## src/rtl/norm_pkg.sv

```systemverilog
// Shared constants and FSM encoding for the norm-squared / square-root datapath.
// NORM_SQRT_ROUND_EN adds the ROUND state used for round-to-nearest roots.
package norm_pkg;

  localparam int PRECIS    = 39;
  localparam int ROOT_BITS = (PRECIS + 1) / 2;

  typedef enum logic [1:0] {
    IDLE,
    CALC,
    DONE
`ifdef NORM_SQRT_ROUND_EN
    ,
    ROUND
`endif
  } sqrt_state_t;

endpackage

```

## src/rtl/sqrt_step.sv

```systemverilog
// One restoring bit-pair iteration of the integer square root.
// Resolves the next root bit from the partial remainder and root.
module sqrt_step #(
  parameter int ROOT_BITS = norm_pkg::ROOT_BITS
) (
  input  logic [ROOT_BITS+1:0] rem,
  input  logic [ROOT_BITS-1:0] root,
  input  logic [1:0]           pair,
  output logic [ROOT_BITS+1:0] rem_next,
  output logic [ROOT_BITS-1:0] root_next
);

  localparam int REM_W = ROOT_BITS + 2;

  logic [REM_W-1:0] shifted;
  logic [REM_W-1:0] trial;
  logic             rem_top_unused;

  // An incoming remainder never exceeds twice a ROOT_BITS-1 bit partial root,
  // so its top two bits are zero and the trial fits REM_W bits in two's complement.
  assign shifted        = {rem[REM_W-3:0], pair};
  assign trial          = shifted - {root, 2'b01};
  assign rem_top_unused = ^rem[REM_W-1:REM_W-2];

  assign rem_next  = trial[REM_W-1] ? shifted : trial;
  assign root_next = {root[ROOT_BITS-2:0], ~trial[REM_W-1]};

endmodule

```

## src/rtl/norm_sqrt.sv

```systemverilog
// Iterative integer square root of the norm-squared result, one root bit per cycle.
// Define NORM_SQRT_ROUND_EN to round the root to nearest via an extra ROUND cycle.
module norm_sqrt #(
  parameter int PRECIS    = norm_pkg::PRECIS,
  parameter int ROOT_BITS = norm_pkg::ROOT_BITS
) (
  input  logic                 clk,
  input  logic                 rst,
  input  logic                 start,
  input  logic [PRECIS-1:0]    radicand,
  output logic [ROOT_BITS-1:0] root,
  output logic [ROOT_BITS:0]   rem,
  output logic                 busy,
  output logic                 done
);

  import norm_pkg::*;

  localparam int REM_W = ROOT_BITS + 2;
  localparam int RAD_W = 2 * ROOT_BITS;
  localparam int CNT_W = $clog2(ROOT_BITS);

  sqrt_state_t          state_q, state_d;
  logic [RAD_W-1:0]     rad_q;
  logic [ROOT_BITS-1:0] root_q, root_step;
  logic [REM_W-1:0]     rem_q, rem_step;
  logic [CNT_W-1:0]     cnt_q;
  logic                 accept;
  logic                 rem_msb_unused;

  assign accept = start && (state_q == IDLE || state_q == DONE);

  sqrt_step #(.ROOT_BITS(ROOT_BITS)) u_step (
    .rem       (rem_q),
    .root      (root_q),
    .pair      (rad_q[RAD_W-1 -: 2]),
    .rem_next  (rem_step),
    .root_next (root_step)
  );

  // NOTE: registers use non-blocking assignments so every flop samples pre-edge values.
  always_ff @(posedge clk) begin
    if (rst) state_q <= IDLE;
    else     state_q <= state_d;
  end

  // NOTE: defaults first in every combinational block so no path infers a latch.
  always_comb begin
    state_d = state_q;
    case (state_q)
      IDLE: if (start) state_d = CALC;
      CALC: begin
        if (cnt_q == '0) begin
`ifdef NORM_SQRT_ROUND_EN
          state_d = ROUND;
`else
          state_d = DONE;
`endif
        end
      end
`ifdef NORM_SQRT_ROUND_EN
      ROUND: state_d = DONE;
`endif
      DONE:    state_d = start ? CALC : IDLE;
      default: state_d = IDLE;
    endcase
  end

  always_comb begin
    busy = 1'b0;
    done = 1'b0;
    case (state_q)
      CALC: busy = 1'b1;
`ifdef NORM_SQRT_ROUND_EN
      ROUND: busy = 1'b1;
`endif
      DONE:    done = 1'b1;
      default: ;
    endcase
  end

  // Radicand shifts left two bits per CALC cycle so the active pair is always the MSBs.
  always_ff @(posedge clk) begin
    if (rst) begin
      rad_q  <= '0;
      root_q <= '0;
      rem_q  <= '0;
      cnt_q  <= '0;
    end else if (accept) begin
      rad_q  <= RAD_W'(radicand);
      root_q <= '0;
      rem_q  <= '0;
      cnt_q  <= CNT_W'(ROOT_BITS - 1);
    end else if (state_q == CALC) begin
      rad_q  <= rad_q << 2;
      root_q <= root_step;
      rem_q  <= rem_step;
      if (cnt_q != '0) cnt_q <= cnt_q - 1'b1;
    end
`ifdef NORM_SQRT_ROUND_EN
    else if (state_q == ROUND) begin
      // rem stays the floor remainder; only the reported root is bumped.
      if (rem_q > {2'b00, root_q}) root_q <= root_q + 1'b1;
    end
`endif
  end

  // The final remainder is at most 2*root, so the register MSB is always zero here.
  assign rem_msb_unused = rem_q[REM_W-1];
  assign root           = root_q;
  assign rem            = rem_q[ROOT_BITS:0];

endmodule

```

## config.mk

```make
export PLATFORM = sky130hd
export DESIGN_NAME = norm_sqrt
export DESIGN_NICKNAME = d
export VERILOG_FILES = /design/src/rtl/norm_pkg.sv /design/src/rtl/sqrt_step.sv /design/src/rtl/norm_sqrt.sv
export SDC_FILE = /design/constraint.sdc
export NUM_CORES = 1
export LEC_CHECK = 0
export BUFFER_PORTS_ARGS = -buffer_cell sky130_fd_sc_hd__buf_2
export CAP_MARGIN = 20
export CORE_MARGIN = 2
export CORE_UTILIZATION = 51
export DETAILED_ROUTE_END_ITERATION = 10
export PLACE_DENSITY = 0.78
export SLEW_MARGIN = 20
export SYNTH_ARGS = -nofsm -noshare
export SYNTH_HDL_FRONTEND = slang
export SYNTH_HIERARCHICAL = 1
export SYNTH_SLANG_ARGS = --single-unit
```

## constraint.sdc

```tcl
create_clock -name clk -period 2.9 [get_ports clk]
set_clock_uncertainty 0.2 [all_clocks]
set_input_delay 0.29 -clock clk [delete_from_list [all_inputs] [get_ports clk]]
set_output_delay 0.29 -clock clk [all_outputs]
set_load 0.05 [all_outputs]
```

# Word level (Yosys, flattened, before mapping)
# Index checks and enable logic that the tools add are counted.
word_totals:
  reg_bits: 88
  word_cells: 37
  inputBits: 42
  out_inout_bits: 43
op_classes:
  reduce_logical: 11
  n_eq_ne: 4
  bitwise_logic: 1
  add_sub_neg: 2
  mux: 12
op_table:
  columns: ["cell", "n"]
  rows:
  - ["39-bit two-way mux", 2]
  - ["22-bit subtractor", 1]
  - ["21-bit two-way mux", 1]
  - ["5-bit two-way mux", 3]
  - ["2-bit one-hot mux with 3 select lines", 1]
  - ["2-bit AND reduction", 3]
  - ["5-bit zero test", 1]
  - ["5-bit nonzero test", 1]
  - ["5-bit by 1-bit subtractor with 5-bit output (second input constant)", 1]
  - ["2-bit two-way mux", 2]
  - ["2-bit inequality test (second input constant)", 2]
  - ["2-bit nonzero test", 2]
  - ["1-bit two-way mux", 3]
  - ["2-bit by 1-bit == test with 1-bit output (second input constant)", 1]
  - ["2-bit == test (second input constant)", 1]
  - ["2-bit zero test", 1]
  - ["2-bit OR reduction", 1]
  - ["1-bit logical AND", 1]
  - ["1-bit logical OR", 1]
  - ["1-bit inverter", 1]

# Logic depth before layout (Yosys ltp)
# Gate-level depths: netlist of the first run.
logic_depth:
  word_depth: 5
  mapped_depth: 14
  depth_no_buf: 12

# Modules after synthesis
# The synthesis of the first run kept the hierarchy.
by_module_without_submodules:
  columns: ["module", "seq_area_each_um2", "cells_per_inst", "area_per_inst_um2", "instances"]
  rows:
  - ["norm_sqrt", 1781.7, 423, 3502.1, 1]
  - ["sqrt_step", 0.0, 206, 1575.3, 1]

# Least setup slack after synthesis of the first run
# Ideal clock, no wire load.
synth_path:
  kind: "reg-to-reg"
  startpoint: "reg root_q[2] (netlist: root[2])"
  endpoint: "reg rem_q[10]"
  t_required_ns: 2.581
  setup_ns: 0.119
  path_buffers: 1
  arrival_time_ns: 3.039
  path_slack_ns: -0.458
  path_stages_with_launch: 14
  period_less_slack_ns: 3.358
  cell_sequence: "dfxtp_1 -> inv_1 -> ha_1 -> o211ai_1 -> o21ai_2 -> o2111ai_2 -> o221a_4 -> or3_1 -> o211ai_2 -> xnor2_2 -> buf_6 -> mux2_4 -> nand2_1 -> a21oi_1"
synth_via:
  elab_chain_len: 2
synth_lines:
  columns: ["item", "line_no", "source"]
  rows:
  - ["from (decl)", "norm_sqrt.sv:25", "logic [ROOT_BITS-1:0] root_q, root_step;"]
  - ["from (signal assigned)", "norm_sqrt.sv:96", "root_q <= root_step;"]
  - ["22-bit subtractor", "sqrt_step.sv:22", "assign trial = shifted - {root, 2'b01};"]
  - ["21-bit two-way mux", "sqrt_step.sv:25", "assign rem_next = trial[REM_W-1] ? shifted : trial;"]
  - ["named net rem_step[10]", "norm_sqrt.sv:26", "logic [REM_W-1:0] rem_q, rem_step;"]
  - ["to (signal assigned)", "norm_sqrt.sv:97", "rem_q <= rem_step;"]
  - ["to (decl)", "norm_sqrt.sv:26", null]
# The timed path passes the listed nets, and every way through them passes these cells.
# A chain may end at the register's enable or synchronous reset.

# Worst setup path after layout of the first run
layout_path:
  startpoint: "reg root_q[2] (netlist: root[2])"
  endpoint: "reg rem_q[20]"
# Same word-level chain as after synthesis.

==> summary.md, run 1 <==
| Metric | Value |
|---|---|
| Outcome | `finished with violations` |
| Failing checks | `negative setup slack` |
| Largest net degree at the start of global routing | `59` |
| Top Ports | `85` |
| Fin crit share | `108%` |
| Hold WC Path Type | `input port to flop` |
| Hold Path End | `rad_q[20]` |
| Cell Pwr Density | `1750 mW/mm^2` |
| 1st-iter DRT viols | `180` |
| Most common cell after layout, fill and taps aside | `nand2_1` |
| Final WS setup | `-0.224 ns` |
| Crit path launch type | `flop` |
| Total routed wirelength | `12800 um` |
| Top cell by count, worst path | `buf_4` |
| Place WS | `-0.143 ns` |
| Layout fillers | `830` |
| Routability cong. | `0.965` |
| Root Buffer | `clkbuf_8` |
| Row count | `36` |
| Reg2reg setup slack | `-0.22 ns` |
| CTS buffer count | `9` |
| Crit path arrival time | `3.17 ns` |
| Leak | `2.63 nW` |
| DP Area | `0.00565 sq mm` |
| Final setup violation count | `21` |
| Vias in the first global route | `4454` |
| ANT cells | `0` |
| Final HPWL DP | `8480 um` |
| Reg2reg start | `root[2]` |
| Initial Utilization | `52.1%` |
| Worst r2r path cells | `15` |
| Slowest CP cell | `a2111oi_1` |
| CTS tree | `done` |
| Htree depth | `3` |
| Final worst path period need | `3.12 ns` |
| Max FO, Critical Path | `5` |
| Avg Inst Size Synth | `8.08 sq um` |
| Kind of critical path | `flop to flop` |
| Actual slew at the worst max-slew pin | `0.598 ns` |
| Nature of the critical path endpoint | `flop` |
| Synthesized Nets | `687` |
| Register area | `0.00180 sq mm` |
| # clock sinks | `88` |
| DIE WIDTH | `103 um` |
| Max-Cap Viols | `0` |
| Vias per inst | `5.57` |
| RSZ-0062 raised after global routing | `true` |
| Fmax | `320 MHz` |
| Initial antenna violation count | `0` |
| Max-Slew Margin vs Limit | `60.0%` |
| Largest stage delay, worst path | `0.44 ns` |
| Synth Cell Area | `0.00504 sq mm` |
| Peak VDD IR | `1.12 mV` |
| DIE HEIGHT | `103 um` |
| Total power | `10.8 mW` |
| First-pass GRT wire length | `20400 um` |
| Die area | `0.0107 sq mm` |
| Post-synthesis cell count | `624` |
| WHS Path Cells | `3` |
| Global route overflow | `0` |
| Global Route Usage Sum | `24.1%` |
| Synth Warn # | `6` |
| Avg WL per Cell | `15.0 um` |
| Slew Viols, Final | `0` |
| Design Area, Final | `0.00613 sq mm` |
| IO Port Bufs | `84` |
| Antenna Nets Post-Route | `0` |
| Hold path startpoint | `radicand[20]` |
| Core area | `0.00968 sq mm` |
| DRC violations left | `0` |
| Clk slew on worst S/H paths | `0.10 ns` |
| R2r endpoint | `rem_q[20]` |
| Drt pass-1 iters | `5` |
| Most frequent cells in the layout | `nand2_1, buf_2, nor3_1` |
| Clk Latency, worst-skew pair | `0.38 ns` |
| Vias post-DR | `4756` |
| Clock Path Buffers | `2` |
| P&R area growth vs syn | `21.6%` |
| Multi-input logic area | `0.00276 sq mm` |
| Nets | `779` |
| Hold Fails Final Rpt | `0` |
| Worst path cell trace | `inv_2 -> ha_4 -> buf_4 -> o211ai_1 -> a21oi_1 -> a2111oi_1 -> buf_4 -> o32ai_1 -> buf_4 -> o2111a_1 -> nor3_1 -> xnor2_1 -> mux2_4 -> nand2_1 -> a21oi_1` |
| Critical Path RT | `2.95 ns` |
| Share of layout cells above drive strength 1 | `32.9%` |
-- per-layer routing --
metal  vias up  routed length (um)  GRT usage (%)  share of wire [%]
met5         -                   0              0                  0
met4         0                 220           7.59                1.7
met3        26                 805           6.79                6.3
met2       156                6270           41.4                 49
met1      2241                5510           29.2                 43
li1       2333                   -              -                  -
-- flip-flops by register name, summed over array words and instances (netlist names) --
| signal | count |
|---|---|
| cnt_q | 5 |
| state_q | 2 |
| rad_q | 40 |
| rem_q | 21 |
| root | 20 |
-- worst max-delay path: cells and delay by family (launching register included) --
| family | cells | cell delay (ns) |
|---|---|---|
| AO/OA/AOI/OAI | 6 | 1.03 |
| XOR/XNOR | 1 | 0.12 |
| adder cells (fa/ha/maj) | 1 | 0.23 |
| buffers and inverters | 4 | 0.55 |
| flip-flops | 1 | 0.36 |
| multiplexers | 1 | 0.27 |
| AND/OR/NAND/NOR | 2 | 0.25 |
-- repair_timing --
item	4_1_cts	5_1_grt
gates cloned	1	0
pin swaps	2	7
endpoints found under the setup margin	20	22
buffers inserted	4	2
endpoints found under the hold margin	14	1
hold buffers	14	1
gates resized for setup	7	23
-- per-stage QoR --
| step | TNS [ns] | util (%) | cells | hold WS [ns] |
|---|---|---|---|---|
| finish | -3.30 | 63.3 | 854 | 0.0105 |
| global route | -5.80 | 63.3 | 854 | 0.0128 |
| CTS | -2.80 | 62.6 | 853 | 0.000149 |
| detailed placement | -2.55 | 58.4 | 818 | 0.261 |
| global placement | -1.54 | 58.4 | 818 | 0.249 |
| floorplan | -2.65 | - | 624 | 0.229 |
-- where the power goes --
| group | switching, mW | total (mW) | internal, mW |
|---|---|---|---|
| clock | 0.512 | 0.844 | 0.332 |
| combinational | 3.70 | 8.41 | 4.71 |
| sequential | 0.126 | 1.50 | 1.38 |
-- how the worst max path moves through the flow --
| stage | start | slack (ns) | cells past startpoint | end |
|---|---|---|---|---|
| after global placement | root[1] | -0.09 | 13 | rem_q[20] |
| after floorplan | root[0] | -0.16 | 13 | rem_q[10] |
| after CTS | root[1] | -0.16 | 13 | rem_q[15] |
| after global routing | root[1] | -0.29 | 14 | rem_q[7] |
| final | root[2] | -0.22 | 15 | rem_q[20] |
| after detailed placement | root[1] | -0.14 | 13 | rem_q[17] |
-- cell type report --
type	count	share of cell area, %
Tap cell	133	2.71
Clock inverter	7	1.00
Clock buffer	9	2.02
Inverter	30	1.84
Multi-Input combinational cell	422	44.9
Sequential cell	88	29.3
Timing Repair Buffer	165	18.2
Note: power is estimated with default switching activity, not from simulation.
==> inputs of run 2 (changes only) <==
Settings changed: CELL_PAD_IN_SITES_DETAIL_PLACEMENT set to 1, CELL_PAD_IN_SITES_GLOBAL_PLACEMENT set to 2, CORE_UTILIZATION 51 to 30.
==> summary.md, run 2 (synthesis results as in run 1) <==
| Metric | Value |
|---|---|
| Outcome | `finished with violations` |
| Failing checks | `negative setup slack` |
| Core area | `0.0165 sq mm (+71%)` |
| Initial antenna violation count | `0 (unchanged)` |
| Layout fillers | `1983 (+140%)` |
| Max-Slew Margin vs Limit | `62.0% (+2.1 points)` |
| Total power | `11.2 mW (+3.7%)` |
| RSZ-0062 raised after global routing | `true` |
| Critical Path RT | `2.91 ns (-0.04 ns)` |
| DRC violations left | `0 (unchanged)` |
| Max-Cap Viols | `0 (unchanged)` |
| Largest stage delay, worst path | `0.35 ns (-0.09 ns)` |
| Hold Fails Final Rpt | `0 (unchanged)` |
| # hold bufs at CTS | `0 (-14)` |
| 1st-iter DRT viols | `176 (-2.2%)` |
| IO Port Bufs | `84 (unchanged)` |
| Design Area, Final | `0.00625 sq mm (+2.0%)` |
| Biggest register | `rad_q` |
| Top Ports | `85 (unchanged)` |
| P_sw | `4.35 mW (+0.22%)` |
| First-pass GRT wire length | `24100 um (+18%)` |
| Leak | `2.67 nW (+1.5%)` |
| Most frequent cells in the layout | `nand2_1, buf_2, nor3_1` |
| Net Sw Frac | `39.0% (-1.4 points)` |
| Worst path cell trace | `inv_2 -> ha_4 -> o211ai_1 -> o21ai_2 -> o2111ai_2 -> o221a_4 -> or3_1 -> o211ai_2 -> xnor2_4 -> clkbuf_16 -> mux2_4 -> nand2_2 -> a21oi_1` |
| # clock sinks | `88 (unchanged)` |
| Clk Latency, worst-skew pair | `0.35 ns (-0.03 ns)` |
| Htree depth | `3 (unchanged)` |
| DIE WIDTH | `134 um (+29%)` |
| Final worst path period need | `3.09 ns (-0.0342 ns)` |
| Fmax | `324 MHz (+1.1%)` |
| Clock Path Buffers | `2 (unchanged)` |
| Clock share of power | `10.8% (+3.0 points)` |
| Vias per inst | `5.04 (-9.5%)` |
| Max FFs per register | `40 (unchanged)` |
| Avg WL per Cell | `15.7 um (+4.6%)` |
| Die area | `0.0179 sq mm (+67%)` |
| Antenna Nets Post-Route | `0 (unchanged)` |
| CTS tree | `done` |
| Nature of the critical path endpoint | `flop` |
| Final HPWL DP | `10200 um (+21%)` |
| Layout Utilization | `37.8% (-25 points)` |
| Crit path arrival time | `3.10 ns (-0.07 ns)` |
| Peak VDD IR | `0.983 mV (-12%)` |
| Cell Pwr Density | `1780 mW/mm^2 (+1.7%)` |
| Share of layout cells above drive strength 1 | `34.0% (+1.1 points)` |
| Combinational cell fraction of total power | `75.8% (-2.4 points)` |
| Global route overflow | `0 (unchanged)` |
| Initial Utilization | `30.5% (-22 points)` |
| Most common cell after layout, fill and taps aside | `nand2_1` |
| Final Non-Filler Cells | `936 (+9.6%)` |
| Root Buffer | `clkbuf_16` |
| Final WS setup | `-0.190 ns (+0.0342 ns)` |
| Max FO, Critical Path | `6 (+1)` |
| Routability cong. | `0.796 (-18%)` |
| Kind of critical path | `flop to flop` |
| Crit path buffers/inverters | `2 (-2)` |
| Final setup violation count | `21 (unchanged)` |
| Vias post-DR | `4720 (-0.76%)` |
| DP Area | `0.00585 sq mm (+3.4%)` |
| Clk slew on worst S/H paths | `0.07 ns (-0.03 ns)` |
| Crit path launch type | `flop` |
| Final hold slack | `0.0303 ns (+0.0198 ns)` |
| Int Pwr | `6.81 mW (+6.1%)` |
| P&R area growth vs syn | `24.0%` |
| Row count | `47 (+31%)` |
| CTS buffer count | `9 (unchanged)` |
| Fin crit share | `107% (-1.2 points)` |
| DIE HEIGHT | `134 um (+29%)` |
| Drt pass-1 iters | `4 (-1)` |
| Total routed wirelength | `14700 um (+15%)` |
| Global Route Usage Sum | `16.6% (-7.5 points)` |
| Vias in the first global route | `4886 (+9.7%)` |
| Slew Viols, Final | `0 (unchanged)` |
| Largest net degree at the start of global routing | `47 (-20%)` |
| Flop pwr share | `13.4% (-0.6 points)` |
| CP delay by family, top | `compound AO/OA/AOI/OAI gates` |
| Hold WC Path Type | `input port to flop` |
| Nets | `774 (-0.64%)` |
| Actual slew at the worst max-slew pin | `0.570 ns (-0.0282 ns)` |
| Slowest CP cell | `dfxtp_4` |
| Dpl cells | `918 (+12%)` |
[run 2: cell count changes in the layout (fill, tap and decap cells not counted), moves of 2 or more]
cell / change
nand2_1: -2
clkbuf_16: +9
inv_8: -3
dlygate4sd3_1: -15
a21oi_1: +4
buf_4: +10
inv_6: +2
a21oi_2: -4
clkbuf_8: -9
nand2_2: +2
[run 2: area by class of cell]
type | instances | area, sq um | share of cell area, %
sequential | 88 | 1800 | 28.7
clock inverter | 6 | 66.3 | 1.06
timing repair buffer | 160 | 1030 | 16.5
clock buffer | 9 | 225 | 3.60
tap | 220 | 275 | 4.40
multi-input combinational | 422 | 2740 | 43.9
antenna | 1 | 2.50 | 0.0400
inverter | 30 | 113 | 1.80
[run 2: power groups by stage]
stage	clock network [mW]	logic, mW	registers (mW)
floorplan	0	5.84	1.53
global placement	0	7.48	1.51
detailed placement	0	7.58	1.52
CTS	1.25	7.79	1.50
global route	1.29	9.10	1.52
finish	1.20	8.46	1.49
[run 2: routing by layer]
layer | GRT usage (%) | wire (um) | share of wire [%] | vias to the layer above
li1 | - | - | - | 2305
met1 | 20.7 | 6720 | 46 | 2321
met2 | 27.9 | 7080 | 48 | 81
met3 | 3.77 | 642 | 4.4 | 13
met4 | 6.38 | 246 | 1.7 | 0
met5 | 0 | 0 | 0 | -
[run 2: worst paths after layout]
kind         slack (ns)  cells past startpoint   startpoint         to
max               -0.19                     13      root[1]  rem_q[20]
min                0.03                      3  radicand[0]   rad_q[0]
max reg2reg       -0.19                     13      root[1]  rem_q[20]
min reg2reg        0.26                      2    rad_q[37]  rad_q[39]
[run 2: per-stage QoR]
step,worst slack [ns],setup TNS [ns]
6_report,-0.190,-3.23
5_1_grt,-0.292,-5.71
4_1_cts,-0.171,-3.19
3_5_place_dp,-0.192,-2.91
3_3_place_gp,-0.118,-2.06
2_1_floorplan,-0.156,-2.65
[run 2: repair_timing]
item / 4_1_cts / 5_1_grt
resized for setup: 9 / 14
endpoints found under the setup margin: 22 / 22
cloned: 0 / 1
setup buffers: 0 / 1
pin swaps: 6 / 5
[run 2: tightest hold or removal path, cell delays in order]
cell     delay (ns)
buf_2          0.08
mux2i_1        0.06
nor3_1         0.11
==> inputs of run 3 (changes only) <==
Settings changed: CORE_MARGIN 2 to 8, PLACE_DENSITY 0.78 to unset, PLACE_DENSITY_LB_ADDON set to 0.3.
==> summary.md, run 3 (synthesis results as in run 1) <==
| Metric | Value |
|---|---|
| Leak | `2.71 nW (+1.3%)` |
| P&R area growth vs syn | `26.1%` |
| Failing checks | `negative setup slack` |
| 1st-iter DRT viols | `204 (+16%)` |
| Final HPWL DP | `11000 um (+7.4%)` |
| DRC violations left | `0 (unchanged)` |
| DIE HEIGHT | `146 um (+9.0%)` |
| Slew Viols, Final | `0 (unchanged)` |
| Biggest register | `rad_q` |
| Kind of critical path | `flop to flop` |
| Clk Latency, worst-skew pair | `0.35 ns (about the same)` |
| Nets | `779 (+0.65%)` |
| Peak VDD IR | `0.838 mV (-15%)` |
| Core area | `0.0165 sq mm (unchanged)` |
| Vias post-DR | `4656 (-1.4%)` |
| IO Port Bufs | `84 (unchanged)` |
| Actual slew at the worst max-slew pin | `0.567 ns (-0.00212 ns)` |
| First-pass GRT wire length | `25700 um (+6.6%)` |
| Hold Fails Final Rpt | `0 (unchanged)` |
| Drt pass-1 iters | `4 (unchanged)` |
| Crit path arrival time | `3.01 ns (-0.09 ns)` |
| Vias per inst | `4.95 (-1.9%)` |
| Fmax | `334 MHz (+3.2%)` |
| Place WS | `-0.230 ns (-0.0382 ns)` |
| Outcome | `finished with violations` |
| Nature of the critical path endpoint | `flop` |
| Root Buffer | `clkbuf_16` |
| Critical Path RT | `2.91 ns (about the same)` |
| Final WS setup | `-0.0929 ns (+0.0970 ns)` |
| Vias in the first global route | `5240 (+7.2%)` |
| CTS tree | `done` |
| Initial Utilization | `30.5% (unchanged)` |
| Largest net degree at the start of global routing | `52 (+11%)` |
| Die area | `0.0212 sq mm (+19%)` |
| CTS buffer count | `9 (unchanged)` |
| Max FO, Critical Path | `12 (+6)` |
| Initial antenna violation count | `0 (unchanged)` |
| Top Ports | `85 (unchanged)` |
| Clock Path Buffers | `2 (unchanged)` |
| Hold WC Path Type | `input port to flop` |
| Avg WL per Cell | `16.1 um (+2.8%)` |
| RSZ-0062 raised after global routing | `true` |
| # hold bufs at CTS | `0 (unchanged)` |
| Max FFs per register | `40 (unchanged)` |
| Antenna Nets Post-Route | `0 (unchanged)` |
| Share of layout cells above drive strength 1 | `36.1% (+2.1 points)` |
| DIE WIDTH | `146 um (+9.0%)` |
| Routability cong. | `0.816 (+2.5%)` |
| Most common cell after layout, fill and taps aside | `nand2_1` |
| Total routed wirelength | `15200 um (+3.4%)` |
| Global route overflow | `0 (unchanged)` |
| Final worst path period need | `2.99 ns (-0.0970 ns)` |
| Clk slew on worst S/H paths | `0.07 ns (about the same)` |
| Layout fillers | `2006 (+1.2%)` |
| Crit path launch type | `flop` |
| Most frequent cells in the layout | `nand2_1, buf_2, buf_4` |
| # clock sinks | `88 (unchanged)` |
| Total negative slack | `-1.40 ns (+1.83 ns)` |
| Max-Cap Viols | `0 (unchanged)` |
| Layout Utilization | `38.5% (+0.64 points)` |
| ANT cells | `0 (-1)` |
| Row count | `47 (unchanged)` |
| Final setup violation count | `20 (-4.8%)` |
| Fin crit share | `103% (-3.3 points)` |
| Htree depth | `3 (unchanged)` |
| Max-Slew Margin vs Limit | `62.2% (+0.14 points)` |
| Cell Pwr Density | `1730 mW/mm^2 (-3.0%)` |
| Global Route Usage Sum | `14.6% (-2.0 points)` |
run 3: routing by layer:
metal / track usage [%] / up-vias / share of wire, %
met5: 0 / - / 0
met4: 4.11 / 0 / 1.2
li1: - / 2328 / -
met1: 16.7 / 2244 / 45
met2: 26.1 / 69 / 50
met3: 3.79 / 15 / 3.5
run 3: worst paths after layout:
path	startpoint	to	slack, ns	depth (start not counted)
setup / recovery	root[2]	rem_q[14]	-0.09	14
setup reg to reg	root[2]	rem_q[14]	-0.09	14
hold / removal	radicand[1]	rad_q[1]	0.02	3
hold reg to reg	rad_q[37]	rad_q[39]	0.26	2
run 3: layout make-up:
class | count | area, sq um | share of cell area, %
clock buffer | 10 | 229 | 3.60
multi-input combinational | 422 | 2800 | 44.0
tap | 220 | 275 | 4.33
timing repair buffer | 165 | 1070 | 16.8
clock inverter | 6 | 75.1 | 1.18
sequential | 88 | 1800 | 28.2
inverter | 30 | 115 | 1.81
run 3: report_power, final:
group	switching (mW)	internal, mW
Combinational	3.69	4.59
Sequential	0.118	1.38
Clock	0.538	0.683
Total	4.35	6.66
run 3: critical path, stage by stage (launching register included):
cell	delay, ns
dfxtp_4	0.36
inv_4	0.03
ha_4	0.25
buf_4	0.11
a21oi_1	0.08
o21ai_2	0.08
o2111ai_2	0.15
o221a_4	0.30
or3_4	0.36
o211ai_2	0.10
xnor2_2	0.19
buf_12	0.20
mux2_4	0.31
nand2_2	0.07
a21oi_2	0.05
run 3: timing repair:
| action | in CTS | in global routing |
|---|---|---|
| setup endpoints to repair | 20 | 22 |
| resized for setup | 17 | 16 |
| pin swaps | 2 | 0 |
| buffers inserted | 3 | 0 |
run 3: through the flow:
| step | instance area [sq um] | hold WS (ns) | power, mW | cells |
|---|---|---|---|---|
| finish | 6360 | 0.0229 | 11.0 | 941 |
| global route | 6360 | 0.0340 | 11.7 | 941 |
| CTS | 6290 | 0.0136 | 11.0 | 941 |
| detailed placement | 5900 | 0.254 | 9.21 | 922 |
| global placement | 5900 | 0.248 | 9.09 | 922 |
| floorplan | 5110 | 0.229 | 7.36 | 624 |
